**src/rtl/seq_restoring_divider_pkg.sv**
```systemverilog
// ============================================================================
// Module  : seq_restoring_divider_pkg
// Purpose : Shared definitions for the sequential restoring divider: default
//           operand widths and the controller state encoding.
// Ports   : none (package)
// Rev     : 1.0  initial release
// ============================================================================
`default_nettype none

package seq_restoring_divider_pkg;

  // Dividend matches the 16-bit product of the 8x8 multiplier it inverts.
  localparam int unsigned c_dividend_w_def = 16;
  localparam int unsigned c_divisor_w_def  = 8;

  typedef enum logic [1:0] {
    S_IDLE = 2'd0,
    S_CALC = 2'd1,
    S_DONE = 2'd2
  } state_t;

endpackage

`default_nettype wire

```
**src/rtl/seq_restoring_divider_if.sv**
```systemverilog
// ============================================================================
// Module  : seq_restoring_divider_if
// Purpose : Request/result bundle of the sequential restoring divider.
// Ports   : master - drives start/dividend/divisor, observes status + results
//           slave  - the divider; observes request, drives status + results
//           start, dividend, divisor            : request side
//           ready, busy, done                   : status
//           quotient, remainder, div_zero       : results (held until next op)
// Rev     : 1.0  initial release
// ============================================================================
`default_nettype none

import seq_restoring_divider_pkg::*;

interface seq_restoring_divider_if #(
  parameter int DIVIDEND_W = c_dividend_w_def,
  parameter int DIVISOR_W  = c_divisor_w_def
);

  logic                  start;
  logic [DIVIDEND_W-1:0] dividend;
  logic [DIVISOR_W-1:0]  divisor;
  logic                  ready;
  logic                  busy;
  logic                  done;
  logic [DIVIDEND_W-1:0] quotient;
  logic [DIVISOR_W-1:0]  remainder;
  logic                  div_zero;

  modport master (
    output start, dividend, divisor,
    input  ready, busy, done, quotient, remainder, div_zero
  );

  modport slave (
    input  start, dividend, divisor,
    output ready, busy, done, quotient, remainder, div_zero
  );

endinterface

`default_nettype wire

```
**src/rtl/seq_restoring_divider_div_step.sv**
```systemverilog
// ============================================================================
// Module  : div_step
// Purpose : One combinational restoring-division step: compare the partial
//           remainder T against D and subtract when it fits.
// Ports   : i_t      [DIVISOR_W:0]   shifted partial remainder
//           i_d      [DIVISOR_W-1:0] divisor
//           o_r_next [DIVISOR_W-1:0] new partial remainder
//           o_qbit                   quotient bit produced by this step
// Rev     : 1.0  initial release
// ============================================================================
`default_nettype none

module div_step #(
  parameter int DIVISOR_W = 8
) (
  input  logic [DIVISOR_W:0]   i_t,
  input  logic [DIVISOR_W-1:0] i_d,
  output logic [DIVISOR_W-1:0] o_r_next,
  output logic                 o_qbit
);

  assign o_qbit = (i_t >= {1'b0, i_d});

  // The restored remainder is always < D, so it fits in DIVISOR_W bits; the
  // low-bit subtraction is exact modulo 2^DIVISOR_W whenever T >= D.
  assign o_r_next = o_qbit ? (i_t[DIVISOR_W-1:0] - i_d) : i_t[DIVISOR_W-1:0];

endmodule

`default_nettype wire

```
**src/rtl/seq_restoring_divider.sv**
```systemverilog
// ============================================================================
// Module  : seq_restoring_divider
// Purpose : Sequential unsigned restoring divider, one quotient bit per clock.
//           Divide-by-zero completes immediately with quotient all-ones and
//           remainder = low bits of the dividend, flagged by div_zero.
// Ports   : clk      rising-edge clock
//           rst      synchronous active-high reset
//           div_bus  seq_restoring_divider_if.slave request/result bundle
// Rev     : 1.0  initial release
// ============================================================================
`default_nettype none

import seq_restoring_divider_pkg::*;

module seq_restoring_divider #(
  parameter int DIVIDEND_W = c_dividend_w_def,
  parameter int DIVISOR_W  = c_divisor_w_def
) (
  input  logic                         clk,
  input  logic                         rst,
  seq_restoring_divider_if.slave       div_bus
);

  localparam int              CNT_W      = $clog2(DIVIDEND_W);
  localparam logic [CNT_W-1:0] c_cnt_last = CNT_W'(DIVIDEND_W - 1);

  state_t                r_state;
  state_t                w_state_next;
  logic                  w_accept;
  logic                  w_last_step;

  logic [CNT_W-1:0]      r_cnt;
  logic [DIVISOR_W-1:0]  r_d;
  logic [DIVISOR_W-1:0]  r_rem;
  logic [DIVIDEND_W-1:0] r_q;

  logic                  r_ready;
  logic                  r_busy;
  logic                  r_done;
  logic [DIVIDEND_W-1:0] r_quotient;
  logic [DIVISOR_W-1:0]  r_remainder;
  logic                  r_div_zero;

  logic [DIVISOR_W:0]    w_t;
  logic [DIVISOR_W-1:0]  w_r_next;
  logic                  w_qbit;
  logic [DIVIDEND_W-1:0] w_q_next;

  // Q doubles as the dividend shift register: its MSB feeds the remainder
  // while the new quotient bit enters at the LSB.
  assign w_t      = {r_rem, r_q[DIVIDEND_W-1]};
  assign w_q_next = {r_q[DIVIDEND_W-2:0], w_qbit};

  div_step #(
    .DIVISOR_W (DIVISOR_W)
  ) u_div_step (
    .i_t      (w_t),
    .i_d      (r_d),
    .o_r_next (w_r_next),
    .o_qbit   (w_qbit)
  );

  assign w_last_step = (r_cnt == c_cnt_last);

  always_comb begin
    w_state_next = r_state;
    w_accept     = 1'b0;
    case (r_state)
      S_IDLE: begin
        if (div_bus.start) begin
          w_accept     = 1'b1;
          w_state_next = (div_bus.divisor == '0) ? S_DONE : S_CALC;
        end
      end
      S_CALC: begin
        if (w_last_step) begin
          w_state_next = S_DONE;
        end
      end
      S_DONE:  w_state_next = S_IDLE;
      default: w_state_next = S_IDLE;
    endcase
  end

  always_ff @(posedge clk) begin
    if (rst) begin
      r_state <= S_IDLE;
    end else begin
      r_state <= w_state_next;
    end
  end

  always_ff @(posedge clk) begin
    if (rst) begin
      r_cnt       <= '0;
      r_d         <= '0;
      r_rem       <= '0;
      r_q         <= '0;
      r_ready     <= 1'b1;
      r_busy      <= 1'b0;
      r_done      <= 1'b0;
      r_quotient  <= '0;
      r_remainder <= '0;
      r_div_zero  <= 1'b0;
    end else begin
      // Status flags are registered copies of the upcoming state.
      r_ready <= (w_state_next == S_IDLE);
      r_busy  <= (w_state_next == S_CALC);
      r_done  <= (w_state_next == S_DONE);

      if (w_accept) begin
        r_d   <= div_bus.divisor;
        r_q   <= div_bus.dividend;
        r_rem <= '0;
        r_cnt <= '0;
        if (div_bus.divisor == '0) begin
          r_quotient  <= '1;
          r_remainder <= div_bus.dividend[DIVISOR_W-1:0];
          r_div_zero  <= 1'b1;
        end
      end else if (r_state == S_CALC) begin
        r_rem <= w_r_next;
        r_q   <= w_q_next;
        r_cnt <= r_cnt + 1'b1;
        if (w_last_step) begin
          r_quotient  <= w_q_next;
          r_remainder <= w_r_next;
          r_div_zero  <= 1'b0;
        end
      end
    end
  end

  assign div_bus.ready     = r_ready;
  assign div_bus.busy      = r_busy;
  assign div_bus.done      = r_done;
  assign div_bus.quotient  = r_quotient;
  assign div_bus.remainder = r_remainder;
  assign div_bus.div_zero  = r_div_zero;

endmodule

`default_nettype wire

```
**src/flat_wrapper.sv**
```systemverilog
// flat-port wrapper written by rule: the top's interface ports become plain ports
module seq_restoring_divider_flat 
#(
  parameter int DIVIDEND_W = c_dividend_w_def,
  parameter int DIVISOR_W  = c_divisor_w_def
)
  (clk, rst, div_bus_start, div_bus_dividend, div_bus_divisor, div_bus_ready, div_bus_busy, div_bus_done, div_bus_quotient, div_bus_remainder, div_bus_div_zero);
  seq_restoring_divider_if #(.DIVIDEND_W(DIVIDEND_W), .DIVISOR_W(DIVISOR_W)) div_bus_i ();
  input  logic clk;
  input  logic rst;
  input wire logic [$bits(div_bus_i.start)-1:0] div_bus_start;
  input wire logic [$bits(div_bus_i.dividend)-1:0] div_bus_dividend;
  input wire logic [$bits(div_bus_i.divisor)-1:0] div_bus_divisor;
  output wire logic [$bits(div_bus_i.ready)-1:0] div_bus_ready;
  output wire logic [$bits(div_bus_i.busy)-1:0] div_bus_busy;
  output wire logic [$bits(div_bus_i.done)-1:0] div_bus_done;
  output wire logic [$bits(div_bus_i.quotient)-1:0] div_bus_quotient;
  output wire logic [$bits(div_bus_i.remainder)-1:0] div_bus_remainder;
  output wire logic [$bits(div_bus_i.div_zero)-1:0] div_bus_div_zero;
  assign div_bus_i.start = div_bus_start;
  assign div_bus_i.dividend = div_bus_dividend;
  assign div_bus_i.divisor = div_bus_divisor;
  assign div_bus_ready = div_bus_i.ready;
  assign div_bus_busy = div_bus_i.busy;
  assign div_bus_done = div_bus_i.done;
  assign div_bus_quotient = div_bus_i.quotient;
  assign div_bus_remainder = div_bus_i.remainder;
  assign div_bus_div_zero = div_bus_i.div_zero;
  seq_restoring_divider #(.DIVIDEND_W(DIVIDEND_W), .DIVISOR_W(DIVISOR_W)) u_core (.clk(clk), .rst(rst), .div_bus(div_bus_i));
endmodule
```
**config.mk**
```make
export PLATFORM = sky130hd
export DESIGN_NAME = seq_restoring_divider_flat
export DESIGN_NICKNAME = d
export VERILOG_FILES = /design/src/rtl/seq_restoring_divider_pkg.sv /design/src/rtl/seq_restoring_divider_if.sv /design/src/rtl/seq_restoring_divider_div_step.sv /design/src/rtl/seq_restoring_divider.sv /design/src/flat_wrapper.sv
export SDC_FILE = /design/constraint.sdc
export NUM_CORES = 1
export LEC_CHECK = 0
export BUFFER_PORTS_ARGS = -buffer_cell sky130_fd_sc_hd__buf_2
export CAP_MARGIN = 20
export CELL_PAD_IN_SITES_DETAIL_PLACEMENT = 0
export CELL_PAD_IN_SITES_GLOBAL_PLACEMENT = 1
export CORE_ASPECT_RATIO = 1.1
export CORE_MARGIN = 5
export CORE_UTILIZATION = 30
export CTS_CLUSTER_SIZE = 40
export DETAILED_ROUTE_END_ITERATION = 6
export PLACE_DENSITY_LB_ADDON = 0.1
export SLEW_MARGIN = 40
export SYNTH_ARGS = -nofsm -noshare
export SYNTH_HDL_FRONTEND = slang
export SYNTH_SLANG_ARGS = --single-unit
```
**constraint.sdc**
```tcl
create_clock -name clk -period 3.39 [get_ports clk]
set_input_delay 0.339 -clock clk [delete_from_list [all_inputs] [get_ports clk]]
set_output_delay 0.339 -clock clk [all_outputs]
set_load 0.02 [all_outputs]
```
==> results.py <==
metrics = {
    "die": {
        "die_y_microns": 115.4,
        "dieArea_sq_um": 12210,
        "coreArea_sq_um": 9889,
        "fp-row-count": 38,
        "ios": 55,
        "start_util_pct": 30.64,
        "dieWidth_microns": 105.8,
    },
    "synth": {
        "ys_ff_latch": 66,
        "synth_seq_area_share_pct": 43.60,
        "synth_edf_count": 0,
        "syn_inst": 372,
        "yosys.area.top_type": "dfxtp_1",
        "async_flop_share_pct": 0,
        "yosys.area.top_type_share_pct": 43.60,
        "synthSimpleGateAreaFrac_pct": 23.66,
        "synth_top_family_by_area": "simple AND/OR/NAND/NOR gates",
        "syn-cell-area_sq_um": 3030,
        "synth_compound_area_share_pct": 20.31,
        "synthMuxAreaShare_pct": 1.775,
        "syn-num-nets": 409,
        "syn_avg_cell_area_sq_um": 8.146,
        "yosysWarnings": 0,
        "synth.distinct_cells": 50,
        "synth_fa_ha_area_share_pct": 4.377,
        "synth_ff_type": "dfxtp_1",
        "synthTopCellsByArea": "dfxtp_1 44%, nand2_1 8.3%, nor2_1 5.7%",
        "synth_xor_area_share_pct": 1.734,
    },
    "routing": {
        "top_layer_used": "met4",
        "dr.pass1.iters": 6,
        "avgViaCountPerCell": 5.146,
        "antenna_left": 0,
        "wl_met2_microns": 3954,
        "wl_met3_microns": 366,
        "met1_length_microns": 4420,
        "vias": 2815,
        "routedWlPerCell_microns": 16.15,
        "finalWirelength_microns": 8832,
        "drtIter0Drc": 124,
        "drc_errors": 0,
    },
    "timing": {
        "setup_violations": 0,
        "period_minus_slack_ns": 2.269,
        "hold_viol": 0,
        "finalCritPeriodShare_pct": 66.92,
        "slew_viol_final": 0,
        "tightest_slew_ns": 0.6509,
        "max_freq_mhz": 440.8,
        "setup_tns_ns": 0,
        "rsz0062_at_grt": "no",
        "setup_ws_ns": 1.121,
        "worst_clock_skew_ns": 0.01107,
        "relSlewSlack_pct": 56.44,
    },
    "setup_path": {
        "cp.arrival_ns": 2.50,
        "crit_type": "reg2reg",
        "crit_path_end_kind": "register",
        "critPathTopFamily": "compound AO/OA/AOI/OAI gates",
        "cp_data_required_time_ns": 3.62,
        "cp_common_cell": "a21o_1",
        "critPathBufInv": 1,
        "cp-start-kind": "register",
        "worstPathMaxFanout": 5,
        "crit_chain": "inv_1 -> ha_1 -> nand2b_1 -> a21o_1 -> a21o_1 -> nand2_2 -> mux2_2 -> a2111oi_2",
        "cp_slowest_stage_delay_ns": 0.39,
        "worst_path_max_delay_cell": "dfxtp_1",
    },
    "place": {
        "gp_congestion": 0.8228,
        "pre_cts_ws_ns": 1.138,
        "hpwl_microns": 6405,
        "numPortBuffers": 54,
        "placedCellCount": 531,
    },
    "layout": {
        "antenna_cells": 0,
        "drive_gt1_share_pct": 21.31,
        "fillers": 1072,
        "stdcell_count": 547,
        "area_growth_pct": 19.49,
        "fin_nets": 459,
    },
    "global_routing": {
        "grt_pass1_wl_microns": 14480,
        "grt_remaining_overflow": 0,
        "track_usage_pct": 15.06,
        "grt_pass1_vias": 2718,
        "grt_antenna_before_repair": 0,
        "grt_max_degree": 32,
    },
    "run_status": {
        "status": "completed",
    },
    "pwr": {
        "cellLeakagePower_uw": 0.001479,
        "design_power_total_uw": 1911,
        "power.density_nw_per_um2": 527.7,
        "ir_worst_vdd_v": 0.0002329,
    },
    "flow_run": {
        "maxCapViolations": 0,
    },
    "clock_tree": {
        "cts_setup_buffers": 0,
        "cts_tree": "yes",
        "cts_resized": 0,
        "clockBufferDepth": 2,
        "cts_inserted_buffers": 9,
        "cts_sinks": 66,
        "cts-root-buf": "clkbuf_8",
        "clkLatencyLatePin_ns": 0.34,
        "path_clk_slew_ns": 0.07,
        "cts_hold_buf": 0,
        "cts_max_level": 3,
    },
    "min_path": {
        "hold_class": "in2reg",
    },
}
## metrics by stage
stage	cell area [sq um]	hold WS, ns	util, %
floorplan	3030	0.4363	-
global placement	3411	0.4461	34.49
detailed placement	3411	0.4489	34.49
CTS	3621	0.2391	36.61
global route	3621	0.2423	36.61
finish	3621	0.2550	36.61
## where the power goes
group          leakage (uW)  internal, uW  switching, uW
combinational      0.000833           134            208
clock              0.000107           414            316
sequential         0.000538           810           28.3
total               0.00148          1360            552
## cells in the final DEF, fill, tap and decap left out, drive strengths merged, types with 3 or more instances in the layout
cell type	n
nand2	69
dfxtp	66
buf	62
nor2	46
a21oi	23
nor3	14
a311oi	14
o21ai	11
clkbuf	11
inv	10
a31oi	9
ha	9
nand4	7
o22ai	7
nand3	6
a21o	4
or2	4
a22oi	4
xor2	4
a21boi	4
nand2b	3
nor4	3
mux2	3
o21a	3
a211oi	3
clkinv	3
## worst min-delay path, cell delays in order
cell and delay (ns):
buf_2 0.10, nand2_1 0.05, a21oi_1 0.05
## final timing paths
check	startpoint	endpoint	slack, ns	cells after the start
worst max register to register	u_core.r_q[15]	u_core.div_bus.remainder[0]	1.12	8
worst max-delay path	u_core.r_q[15]	u_core.div_bus.remainder[0]	1.12	8
worst min-delay path	div_bus_divisor[4]	u_core.r_d[4]	0.25	3
worst min register to register	u_core.div_bus.div_zero	u_core.div_bus.div_zero	0.46	2
## layer usage
layer	global-route usage (%)	vias to the layer above
li1	-	1416
met2	23.09	58
met1	21.09	1335
met3	3.955	6
met4	4.145	0
met5	0	-
## synthesized netlist by cell type, types with 3 or more instances
| master | number |
|---|---|
| or2_2 | 4 |
| a311oi_1 | 14 |
| nand2b_1 | 3 |
| a31oi_1 | 9 |
| clkbuf_1 | 16 |
| o21ai_0 | 10 |
| nor3_1 | 14 |
| nand3_1 | 6 |
| nor4_1 | 3 |
| a21o_1 | 4 |
| nand4_1 | 7 |
| a22oi_1 | 4 |
| o22ai_1 | 7 |
| a21boi_0 | 3 |
| mux2_2 | 3 |
| ha_1 | 9 |
| nor2_1 | 46 |
| dfxtp_1 | 66 |
| a21oi_1 | 23 |
| inv_1 | 10 |
| nand2_1 | 67 |
| buf_2 | 5 |
| xor2_1 | 4 |
## logic make-up after synthesis
family                   count (synthesis)
AND/OR/NAND/NOR                        162
flip-flops                              66
AO/OA/AOI/OAI                           90
adder cells (fa/ha/maj)                 10
multiplexers                             5
XOR/XNOR                                 6
buffers and inverters                   33
## registers in the layout, summed over array words and instances, names as in the netlist
register                  cells
u_core.r_d                    8
u_core.div_bus.ready          1
u_core.r_cnt                  4
u_core.div_bus.remainder      8
u_core.r_q                   16
u_core.div_bus.div_zero       1
u_core.r_state                2
u_core.div_bus.quotient      16
u_core.div_bus.done           1
u_core.r_rem                  8
u_core.div_bus.busy           1
## cell type report
cell class	count	area, sq um	share of cell area [%]
inverter	10	37.54	1.037
clock inverter	5	78.83	2.177
clock buffer	11	131.4	3.628
sequential	66	1321	36.49
timing repair buffer	62	330.3	9.122
tap	120	150.1	4.147
multi-input combinational	273	1572	43.40
Power figures use the tool's default switching activity.
